`config.mk`:
```
export PLATFORM = sky130hd
export DESIGN_NAME = pwm_carrier_counter
export DESIGN_NICKNAME = d
export VERILOG_FILES = /design/src/rtl/pwm_carrier_counter.sv
export SDC_FILE = /design/constraint.sdc
export NUM_CORES = 1
export LEC_CHECK = 0
export ABC_AREA = 0
export BUFFER_PORTS_ARGS = -buffer_cell sky130_fd_sc_hd__buf_2
export CAP_MARGIN = 30
export CORE_MARGIN = 2
export CORE_UTILIZATION = 39
export CTS_CLUSTER_SIZE = 30
export DETAILED_ROUTE_END_ITERATION = 7
export PLACE_DENSITY = 0.55
export SLEW_MARGIN = 10
export SYNTH_ARGS = -nofsm -noshare
export SYNTH_HDL_FRONTEND = slang
export SYNTH_SLANG_ARGS = --single-unit
```
`constraint.sdc`:
```
create_clock -name clk -period 8.3 [get_ports clk]
set_input_delay 2.49 -clock clk [delete_from_list [all_inputs] [get_ports clk]]
set_output_delay 2.49 -clock clk [all_outputs]
set_load 0.01 [all_outputs]
```
`src/rtl/pwm_carrier_counter.sv`:
```
// -----------------------------------------------------------------------------
// pwm_pkg / pwm_carrier_counter
//
// pwm_pkg holds the count-mode and mask-mode encodings shared by the PWM
// stages.
//
// pwm_carrier_counter generates the shared PWM carrier. It produces the
// counter value, the count direction, and min/max event pulses for the
// compare and dead-time stages.
//
// Period, prescaler and count mode are double-buffered. The shadows reload
// only on a carrier min/max event, filtered by mask_mode, so a
// reconfiguration never cuts a carrier cycle short.
//
// Optional feature (macro PWM_SYNC_IN_EN):
//   Adds the sync_in port. A sync_in pulse while en=1 re-phases the carrier:
//   carrier=0, dir=1, prescaler=0, all shadows reload, and ev_min and upd
//   are asserted.
//
// Parameters:
//   CNT_WIDTH   - width of carrier and period
//   PRESC_WIDTH - width of prescaler reload value
//
// Ports:
//   clk        - system clock
//   rst_n      - asynchronous active-low reset
//   en         - count enable; 0 freezes prescaler and carrier
//   count_mode - pwm_pkg::_count_mode encoding, captured into shadow on reload
//   mask_mode  - pwm_pkg::_mask_mode encoding, used live
//   period_in  - carrier peak value P, captured on reload
//   presc_in   - tick divider D (tick every D+1 cycles), captured on reload
//   sync_in    - (PWM_SYNC_IN_EN only) carrier re-phase request
//   carrier    - current counter value
//   dir        - 1 = counting up, 0 = counting down
//   ev_min     - one-cycle pulse when carrier enters 0
//   ev_max     - one-cycle pulse when carrier enters P
//   upd        - one-cycle pulse on the cycle the shadows were reloaded
// -----------------------------------------------------------------------------

package pwm_pkg;
  typedef enum logic [1:0] {
    COUNT_UP     = 2'b00,
    COUNT_DOWN   = 2'b01,
    COUNT_UPDOWN = 2'b10
  } _count_mode;

  typedef enum logic [1:0] {
    NO_MASK     = 2'b00,
    MIN_MASK    = 2'b01,
    MAX_MASK    = 2'b10,
    MINMAX_MASK = 2'b11
  } _mask_mode;
endpackage

module pwm_carrier_counter
  import pwm_pkg::*;
#(
  parameter int CNT_WIDTH   = 16,
  parameter int PRESC_WIDTH = 8
) (
  input  logic                   clk,
  input  logic                   rst_n,
  input  logic                   en,
  input  logic [1:0]             count_mode,
  input  logic [1:0]             mask_mode,
  input  logic [CNT_WIDTH-1:0]   period_in,
  input  logic [PRESC_WIDTH-1:0] presc_in,
`ifdef PWM_SYNC_IN_EN
  input  logic                   sync_in,
`endif
  output logic [CNT_WIDTH-1:0]   carrier,
  output logic                   dir,
  output logic                   ev_min,
  output logic                   ev_max,
  output logic                   upd
);

  localparam logic [CNT_WIDTH-1:0]   CNT_ZERO   = {CNT_WIDTH{1'b0}};
  localparam logic [CNT_WIDTH-1:0]   CNT_ONE    = {{(CNT_WIDTH-1){1'b0}}, 1'b1};
  localparam logic [PRESC_WIDTH-1:0] PRESC_ZERO = {PRESC_WIDTH{1'b0}};
  localparam logic [PRESC_WIDTH-1:0] PRESC_ONE  = {{(PRESC_WIDTH-1){1'b0}}, 1'b1};

  // Shadow (active) configuration and prescaler state
  logic [CNT_WIDTH-1:0]   period_sh_r;
  logic [PRESC_WIDTH-1:0] presc_sh_r;
  logic [1:0]             mode_sh_r;
  logic [PRESC_WIDTH-1:0] presc_cnt_r;

  // Combinational next-state terms
  logic                 tick_s;
  logic                 mode_ok_s;
  logic                 step_s;
  logic [CNT_WIDTH-1:0] nxt_carrier_s;
  logic                 nxt_dir_s;
  logic                 ev_min_s;
  logic                 ev_max_s;
  logic                 reload_s;
  logic                 sync_s;

  // Sync request qualification; tied off when the feature is not built
  always_comb begin
`ifdef PWM_SYNC_IN_EN
    sync_s = en & sync_in;
`else
    sync_s = 1'b0;
`endif
  end

  // Prescaler tick: >= rather than == so that a reload with a smaller
  // divider while presc_cnt_r is already above it still ticks immediately
  always_comb begin
    if (en && (presc_cnt_r >= presc_sh_r)) begin
      tick_s = 1'b1;
    end else begin
      tick_s = 1'b0;
    end
  end

  // Carrier next value and direction for the active count mode
  always_comb begin
    nxt_carrier_s = carrier;
    nxt_dir_s     = dir;
    mode_ok_s     = 1'b1;
    case (mode_sh_r)
      COUNT_UP: begin
        nxt_dir_s = 1'b1;
        // Wrap at P; an out-of-range carrier after a reload also wraps to 0
        if (carrier >= period_sh_r) begin
          nxt_carrier_s = CNT_ZERO;
        end else begin
          nxt_carrier_s = carrier + CNT_ONE;
        end
      end
      COUNT_DOWN: begin
        nxt_dir_s = 1'b0;
        if ((carrier == CNT_ZERO) || (carrier > period_sh_r)) begin
          nxt_carrier_s = period_sh_r;
        end else begin
          nxt_carrier_s = carrier - CNT_ONE;
        end
      end
      COUNT_UPDOWN: begin
        if (carrier > period_sh_r) begin
          nxt_carrier_s = period_sh_r;
          nxt_dir_s     = 1'b0;
        end else if (period_sh_r == CNT_ZERO) begin
          nxt_carrier_s = CNT_ZERO;
          nxt_dir_s     = 1'b1;
        end else if (dir) begin
          // Peak is shown once; direction flips on the tick leaving P
          if (carrier == period_sh_r) begin
            nxt_carrier_s = period_sh_r - CNT_ONE;
            nxt_dir_s     = 1'b0;
          end else begin
            nxt_carrier_s = carrier + CNT_ONE;
            nxt_dir_s     = 1'b1;
          end
        end else begin
          // Valley is shown once; direction flips on the tick leaving 0
          if (carrier == CNT_ZERO) begin
            nxt_carrier_s = CNT_ONE;
            nxt_dir_s     = 1'b1;
          end else begin
            nxt_carrier_s = carrier - CNT_ONE;
            nxt_dir_s     = 1'b0;
          end
        end
      end
      default: begin
        // Invalid mode: carrier frozen, no events, no reloads
        mode_ok_s = 1'b0;
      end
    endcase
  end

  // Event detection on the value being written, and mask-filtered reload
  always_comb begin
    step_s   = tick_s & mode_ok_s;
    ev_min_s = step_s & (nxt_carrier_s == CNT_ZERO);
    // With P=0 the carrier sits at 0, which is reported as a min event only
    ev_max_s = step_s & (nxt_carrier_s == period_sh_r) & (period_sh_r != CNT_ZERO);
    case (mask_mode)
      NO_MASK:     reload_s = ev_min_s | ev_max_s;
      MIN_MASK:    reload_s = ev_max_s;
      MAX_MASK:    reload_s = ev_min_s;
      MINMAX_MASK: reload_s = 1'b0;
      default:     reload_s = 1'b0;
    endcase
  end

  // Prescaler counter: sync clears it, en=0 holds it
  always_ff @(posedge clk or negedge rst_n) begin
    if (!rst_n) begin
      presc_cnt_r <= PRESC_ZERO;
    end else if (sync_s) begin
      presc_cnt_r <= PRESC_ZERO;
    end else if (tick_s) begin
      presc_cnt_r <= PRESC_ZERO;
    end else if (en) begin
      presc_cnt_r <= presc_cnt_r + PRESC_ONE;
    end else begin
      presc_cnt_r <= presc_cnt_r;
    end
  end

  // Shadow registers: reload on qualified events or on sync
  always_ff @(posedge clk or negedge rst_n) begin
    if (!rst_n) begin
      period_sh_r <= CNT_ZERO;
      presc_sh_r  <= PRESC_ZERO;
      mode_sh_r   <= COUNT_UP;
    end else if (sync_s || reload_s) begin
      period_sh_r <= period_in;
      presc_sh_r  <= presc_in;
      mode_sh_r   <= count_mode;
    end else begin
      period_sh_r <= period_sh_r;
      presc_sh_r  <= presc_sh_r;
      mode_sh_r   <= mode_sh_r;
    end
  end

  // Registered carrier, direction and event/update pulses
  always_ff @(posedge clk or negedge rst_n) begin
    if (!rst_n) begin
      carrier <= CNT_ZERO;
      dir     <= 1'b1;
      ev_min  <= 1'b0;
      ev_max  <= 1'b0;
      upd     <= 1'b0;
    end else if (sync_s) begin
      carrier <= CNT_ZERO;
      dir     <= 1'b1;
      ev_min  <= 1'b1;
      ev_max  <= 1'b0;
      upd     <= 1'b1;
    end else if (step_s) begin
      carrier <= nxt_carrier_s;
      dir     <= nxt_dir_s;
      ev_min  <= ev_min_s;
      ev_max  <= ev_max_s;
      upd     <= reload_s;
    end else begin
      carrier <= carrier;
      dir     <= dir;
      ev_min  <= 1'b0;
      ev_max  <= 1'b0;
      upd     <= 1'b0;
    end
  end

endmodule
```
==> flow_metrics.py, run 1 <==
metrics = {
    "status": {
        "status": "finished, final reports clean",
    },
    "critical_path": {
        "r2r_setup_slack_ns": 2.11,
        "cp.arrival_ns": 6.40,
        "end_kind": "register",
        "slowest_stage": "o2bb2ai_4",
        "cp-start-kind": "register",
        "endpoint": "period_sh_r[1]$_DFFE_PN0P_",
        "crit_type": "register to register",
        "worst_r2r_endpoint": "period_sh_r[1]$_DFFE_PN0P_",
        "crit_start": "period_sh_r[13]$_DFFE_PN0P_",
        "slowest_delay_ns": 0.71,
        "worst_ep_required_time_ns": 8.50,
        "cp_cell_sequence": "clkinv_1 > ha_1 > nand4_2 > or4_1 > a21oi_2 > or4b_1 > nand2_1 > o221ai_1 > o32ai_1 > a211o_1 > a211oi_1 > nand4_1 > o2bb2ai_4 > mux2_2",
        "rr_startpoint": "period_sh_r[13]$_DFFE_PN0P_",
        "crit_fanout": 27,
        "r2r_cells": 14,
    },
    "synth": {
        "synthTopCellsByCount": "nor2_1, nand2_1, dfrtp_1, a21oi_1, o21ai_0",
        "yosysWarnings": 0,
        "synth.avg_cell_area_um2": 7.89,
        "ys.flop_type": "dfrtp_1",
        "syn_inst": 720,
        "synth_largest_area_cell": "dfrtp_1",
        "ys_seq_elements": 54,
        "synth_area_um2": 5680,
        "ys_seq_area_share_pct": 23.8,
        "yosysTopAreaCellShare_pct": 23.4,
        "syn_nets": 779,
        "synth_edf_count": 0,
        "synth_cell_types": 79,
        "ys_async_sr_fraction_pct": 100,
        "synth.top_cells.by_area": "dfrtp_1, ha_1, xnor2_1",
        "yosysMostFrequentCell": "nor2_1",
    },
    "clocking": {
        "clock_latency_ns": 0.32,
        "cts-resized-gates": 0,
        "path_clk_slew_ns": 0.08,
        "cts_hold_buf": 0,
        "tritoncts": "done",
        "post_cts_buffers": 0,
        "cts_inserted_buffers": 5,
        "ctsHtreeMaxLevel": 2,
        "clockBufferDepth": 2,
        "cts-root-buf": "clkbuf_16",
        "numClockSinks": 54,
    },
    "timing": {
        "finalCriticalPeriod_ns": 6.19,
        "rsz0062_at_grt": "false",
        "fin_crit_sh_pct": 74.6,
        "final_max_slew_viol_count": 0,
        "tns_ns": 0,
        "fmax_mhz": 161,
        "worst_slew_pin_slew_ns": 1.06,
        "setup_viol": 0,
        "slew_headroom_pct": 29.2,
        "fin_skew_ns": 0.0135,
        "hold_viol": 0,
    },
    "layout": {
        "nets": 806,
        "syn_to_final_growth_pct": 9.74,
        "drive_gt1_share_pct": 14.7,
        "antenna_cells": 0,
        "fill_cells": 1478,
    },
    "routing": {
        "dr.first_iter.drc_count": 796,
        "wl_per_cell_um": 28.2,
        "vias": 6367,
        "met1Wirelength_um": 10300,
        "ant_nets": 0,
        "met2_wirelength_um": 11600,
        "viasPerCell": 6.83,
        "dr_wl_met3_um": 2690,
        "top_layer": "met4",
        "drt-total-wl_um": 26300,
        "drc": 0,
        "dr.pass1.iters": 7,
    },
    "global_routing": {
        "track_usage_pct": 33.8,
        "grt-ovfl-total": 0,
        "grt_pass1_wl_um": 39500,
        "grt_max_degree": 55,
        "grt_pass1_vias": 6148,
        "antenna_found_initial": 0,
    },
    "die": {
        "start_util_pct": 39.5,
        "core_area_um2": 14400,
        "die_area_um2": 15500,
        "chipWidth_um": 125,
        "top_level_ports": 51,
        "row_count": 44,
        "die_y_um": 125,
    },
    "placed_design": {
        "port_buffers": 50,
        "dp_hpwl_um": 19300,
        "place.gp.congestion": 1.02,
    },
    "flow_run": {
        "maxCapViolCount": 0,
    },
    "hold_path": {
        "hp-class": "register to register",
    },
}
## cell type report
cell class / instances / area (µm²) / area share (%)
tap: 184 / 230 / 3.69
sequential: 54 / 1350 / 21.7
clock buffer: 5 / 125 / 2.01
clock inverter: 3 / 28.8 / 0.462
multi-input combinational: 581 / 3970 / 63.7
inverter: 37 / 139 / 2.23
timing repair buffer: 68 / 387 / 6.20
## critical path, delay by kind of cell, from the launching register on
family          cells  cell delay [ns]
compound gates      6             2.16
fa+ha+maj           1             0.42
buf+inv             1             0.32
flops               1             0.46
mux                 1             0.41
simple gates        5             2.31
## worst min-delay path by stage
| stage | slack (ns) | to | depth (start not counted) | startpoint |
|---|---|---|---|---|
| CTS | 0.49 | presc_sh_r[4]$_DFFE_PN0P_ | 1 | presc_sh_r[4]$_DFFE_PN0P_ |
| global route | 0.51 | presc_sh_r[3]$_DFFE_PN0P_ | 1 | presc_sh_r[3]$_DFFE_PN0P_ |
| global placement | 0.47 | presc_sh_r[2]$_DFFE_PN0P_ | 1 | presc_sh_r[2]$_DFFE_PN0P_ |
| finish | 0.49 | presc_sh_r[4]$_DFFE_PN0P_ | 1 | presc_sh_r[4]$_DFFE_PN0P_ |
| detailed placement | 0.48 | presc_sh_r[4]$_DFFE_PN0P_ | 1 | presc_sh_r[4]$_DFFE_PN0P_ |
| floorplan | 0.46 | presc_sh_r[1]$_DFFE_PN0P_ | 1 | presc_sh_r[1]$_DFFE_PN0P_ |
## sequential cells by signal, indices dropped and copies added (netlist names)
register / flops
carrier: 16
dir: 1
ev_max: 1
ev_min: 1
mode_sh_r: 2
period_sh_r: 16
presc_cnt_r: 8
presc_sh_r: 8
upd: 1
## routing by layer
metal  track usage, %  vias up
met5                0        -
met4             17.7        0
met3             7.73      118
met2             52.1      440
met1             44.1     3043
li1                 -     2766
## cell families after synthesis
logic type	after synthesis	synth area share, %
fa+ha+maj	28	6.17
xor+xnor	41	6.32
flops	54	23.8
mux	36	7.05
simple gates	273	25.0
buf+inv	85	6.41
compound gates	203	25.2
## metrics by stage
| step | hold WS, ns | area [µm²] | std cells | utilization [%] | setup slack, ns |
|---|---|---|---|---|---|
| after floorplan | 0.458 | 5680 | 720 | - | 3.53 |
| after global placement | 0.467 | 6050 | 921 | 42.1 | 2.22 |
| after detailed placement | 0.475 | 6060 | 922 | 42.2 | 2.25 |
| after CTS | 0.493 | 6220 | 930 | 43.3 | 2.21 |
| after global routing | 0.505 | 6230 | 932 | 43.4 | 1.79 |
| final | 0.487 | 6230 | 932 | 43.4 | 2.11 |
## cells in the final DEF (no fill, tap or decap), types with 5 or more instances in the layout
| cell | instances |
|---|---|
| and4_1 | 6 |
| nand2b_1 | 7 |
| dfrtp_1 | 53 |
| nor2_1 | 67 |
| mux2_2 | 13 |
| a21o_1 | 7 |
| o21a_1 | 7 |
| mux2_1 | 19 |
| a311oi_1 | 5 |
| o31ai_1 | 7 |
| o21ai_0 | 37 |
| buf_4 | 15 |
| nand2_1 | 58 |
| nor4_1 | 17 |
| a221o_1 | 5 |
| ha_1 | 28 |
| inv_1 | 35 |
| o211ai_1 | 13 |
| buf_2 | 50 |
| clkbuf_16 | 5 |
| nor3_1 | 33 |
| a211oi_1 | 11 |
| or3_1 | 9 |
| nand4_1 | 15 |
| nand3_1 | 23 |
| a21oi_1 | 42 |
| xnor2_1 | 30 |
| a31oi_1 | 10 |
| xor2_1 | 11 |
Power of run 1 is left out: the tool's default activity adds up to more than one toggle a clock period on the data nets, which glitch-free logic cannot reach.
==> inputs of run 2 (changes only) <==
--- a/config.mk
+++ b/config.mk
@@ -5,7 +5,7 @@
 export SDC_FILE = /design/constraint.sdc
 export NUM_CORES = 1
 export LEC_CHECK = 0
-export ABC_AREA = 0
+export ABC_AREA = 1
 export BUFFER_PORTS_ARGS = -buffer_cell sky130_fd_sc_hd__buf_2
 export CAP_MARGIN = 30
 export CORE_MARGIN = 2
==> constraint.sdc (replaced) <==
create_clock -name clk -period 6.2 [get_ports clk]
set_input_delay 1.86 -clock clk [delete_from_list [all_inputs] [get_ports clk]]
set_output_delay 1.86 -clock clk [all_outputs]
set_load 0.01 [all_outputs]
==> flow_metrics.py, run 2 <==
metrics = {
    "clocking": {
        "post_cts_buffers": 0,
        "cts_hold_buf": 0,
        "tritoncts": "done",
        "numClockSinks": 54,
        "clockBufferDepth": 2,
        "path_clk_slew_ns": 0.08,
        "ctsHtreeMaxLevel": 2,
        "cts-resized-gates": 0,
        "cts-root-buf": "clkbuf_16",
        "cts_inserted_buffers": 5,
        "clock_latency_ns": 0.33,
    },
    "flow_run": {
        "maxCapViolCount": 0,
    },
    "timing": {
        "final_max_slew_viol_count": 0,
        "rsz0062_at_grt": "false",
        "slew_headroom_pct": 33.9,
        "setup_viol": 0,
        "hold_viol": 0,
        "tns_ns": 0,
        "worst_slew_pin_slew_ns": 0.991,
        "fin_skew_ns": 0.0239,
        "fmax_mhz": 221,
        "finalCriticalPeriod_ns": 4.52,
        "fin_crit_sh_pct": 72.9,
    },
    "global_routing": {
        "grt_max_degree": 55,
        "grt_pass1_vias": 6108,
        "antenna_found_initial": 0,
        "grt_pass1_wl_um": 34300,
        "track_usage_pct": 27.4,
        "grt-ovfl-total": 0,
    },
    "hold_path": {
        "hp-class": "register to register",
    },
    "routing": {
        "drc": 0,
        "wl_per_cell_um": 18.4,
        "viasPerCell": 5.49,
        "ant_nets": 0,
        "drt-total-wl_um": 22200,
        "vias": 6622,
        "dr.pass1.iters": 5,
        "dr.first_iter.drc_count": 673,
    },
    "synth": {
        "synth.top_cells.by_area": "dfrtp_1, nand2_1, nand3_1",
        "yosysWarnings": 0,
        "synth_top_family_by_area": "simple AND/OR/NAND/NOR gates",
        "yosysTopAreaCellShare_pct": 22.4,
        "synth_area_um2": 5930,
        "synth.area.mux_share_pct": 0,
        "ys.flop_type": "dfrtp_1",
        "ys_seq_area_share_pct": 22.8,
        "synthSimpleGateAreaFrac_pct": 53.0,
        "ys_seq_elements": 54,
        "synth_compound_area_share_pct": 6.18,
        "synth-adder-area-share_pct": 5.91,
        "synth_xor_area_share_pct": 2.05,
        "yosysMostFrequentCell": "nand2_1",
        "synth_edf_count": 0,
        "syn_nets": 1048,
        "synth_cell_types": 43,
        "synth.avg_cell_area_um2": 5.99,
        "synthTopCellsByCount": "nand2_1, nand3_1, nor2_1, inv_1, dfrtp_1",
        "syn_inst": 989,
        "synth_largest_area_cell": "dfrtp_1",
        "ys_async_sr_fraction_pct": 100,
    },
    "placed_design": {
        "place.gp.congestion": 0.965,
        "port_buffers": 50,
        "dp_hpwl_um": 16400,
    },
    "die": {
        "die_y_um": 127,
        "core_area_um2": 15000,
        "row_count": 45,
        "die_area_um2": 16200,
        "top_level_ports": 51,
        "start_util_pct": 39.4,
        "chipWidth_um": 127,
    },
    "layout": {
        "nets": 1077,
        "fill_cells": 1721,
        "antenna_cells": 0,
        "syn_to_final_growth_pct": 8.06,
        "postLayoutCoreUtil_pct": 42.6,
        "reg_top3": "carrier: 16 flops, period_sh_r: 16 flops",
        "final_cell_mix": "nand2_1, nand3_1, nor2_1",
        "final_common_cell": "nand2_1",
        "drive_gt1_share_pct": 11.5,
    },
    "critical_path": {
        "worst_ep_required_time_ns": 6.45,
        "end_kind": "register",
        "crit_family": "simple AND/OR/NAND/NOR gates",
        "cp-start-kind": "register",
        "cp.arrival_ns": 4.77,
        "slowest_delay_ns": 0.51,
        "crit_fanout": 32,
        "cp_common_cell": "nand2_1",
        "crit_type": "register to register",
        "worst-path-buf-inv": 3,
        "slowest_stage": "dfrtp_1",
        "cp_cell_sequence": "inv_1 > ha_1 > nand2_1 > nor2_1 > nand2_2 > inv_2 > nand2_2 > nand2_4 > nand2_4 > inv_1 > nand2_1 > nand3_1 > nand3_1 > nand2_1 > nand2_1 > nand2_1 > nand2_1 > nor2_2 > nand3_4 > nand2_4 > nand2_1 > nand2_1",
    },
    "status": {
        "status": "finished, final reports clean",
    },
}
## run 2: changes by cell type after synthesis, moves of 28 or more
cell     before  now
inv_1        35   90
nand2_1      58  342
nand3_1      23  159
nor2_1       68  106
nor3_1       34    6
xnor2_1      30    2
## run 2: layer usage
layer	GRT usage, %	vias up	routed length [µm]
met4	9.05	0	615
met5	0	-	0
met1	39.0	3001	10200
li1	-	3261	-
met3	4.06	49	1710
met2	42.6	311	9620
## run 2: logic make-up (layout without fill, tap and decap cells)
logic type / after synthesis / after routing
adders and majority gates: 28 / 28
buffers and inverters: 137 / 167
xor gates and xnor gates: 13 / 13
AOI/OAI and AO/OA: 66 / 66
DFF: 54 / 54
and+or+nand+nor: 691 / 691
## run 2: final timing paths
path	startpoint	end	slack, ns	cells past startpoint
setup reg to reg	carrier[0]$_DFFE_PN0P_	mode_sh_r[0]$_DFFE_PN0P_	1.68	22
setup / recovery	carrier[0]$_DFFE_PN0P_	mode_sh_r[0]$_DFFE_PN0P_	1.68	22
min in group asynchronous	rst_n	carrier[9]$_DFFE_PN0P_	1.65	2
hold reg to reg	presc_sh_r[2]$_DFFE_PN0P_	presc_sh_r[2]$_DFFE_PN0P_	0.52	2
max in group asynchronous	rst_n	carrier[14]$_DFFE_PN0P_	4.03	2
hold / removal	presc_sh_r[2]$_DFFE_PN0P_	presc_sh_r[2]$_DFFE_PN0P_	0.52	2
## run 2: final cells by class
type,count,area (µm²),share of cell area [%]
multi-input combinational,798,3990,62.2
clock buffer,5,125,1.95
inverter,104,392,6.11
clock inverter,3,28.8,0.449
tap,188,235,3.67
timing repair buffer,55,288,4.49
sequential,54,1350,21.1
## run 2: worst reg2reg max path, cell delays in order (launching register included)
cell and delay (ns):
dfrtp_1 0.51, inv_1 0.21, ha_1 0.33, nand2_1 0.06
nor2_1 0.22, nand2_2 0.16, inv_2 0.08, nand2_2 0.31
nand2_4 0.48, nand2_4 0.26, inv_1 0.17, nand2_1 0.06
nand3_1 0.07, nand3_1 0.14, nand2_1 0.14, nand2_1 0.06
nand2_1 0.06, nand2_1 0.12, nor2_2 0.18, nand3_4 0.29
nand2_4 0.37, nand2_1 0.11, nand2_1 0.08
## run 2: metrics by stage
step	worst slack, ns	cell area [µm²]	hold slack [ns]	cells
after floorplan	2.97	5930	0.478	989
after global placement	1.78	6250	0.501	1199
after detailed placement	1.77	6250	0.497	1199
after CTS	1.73	6410	0.521	1207
after global routing	1.40	6410	0.566	1207
final	1.68	6410	0.518	1207
Power of run 2 is left out for the same reason.
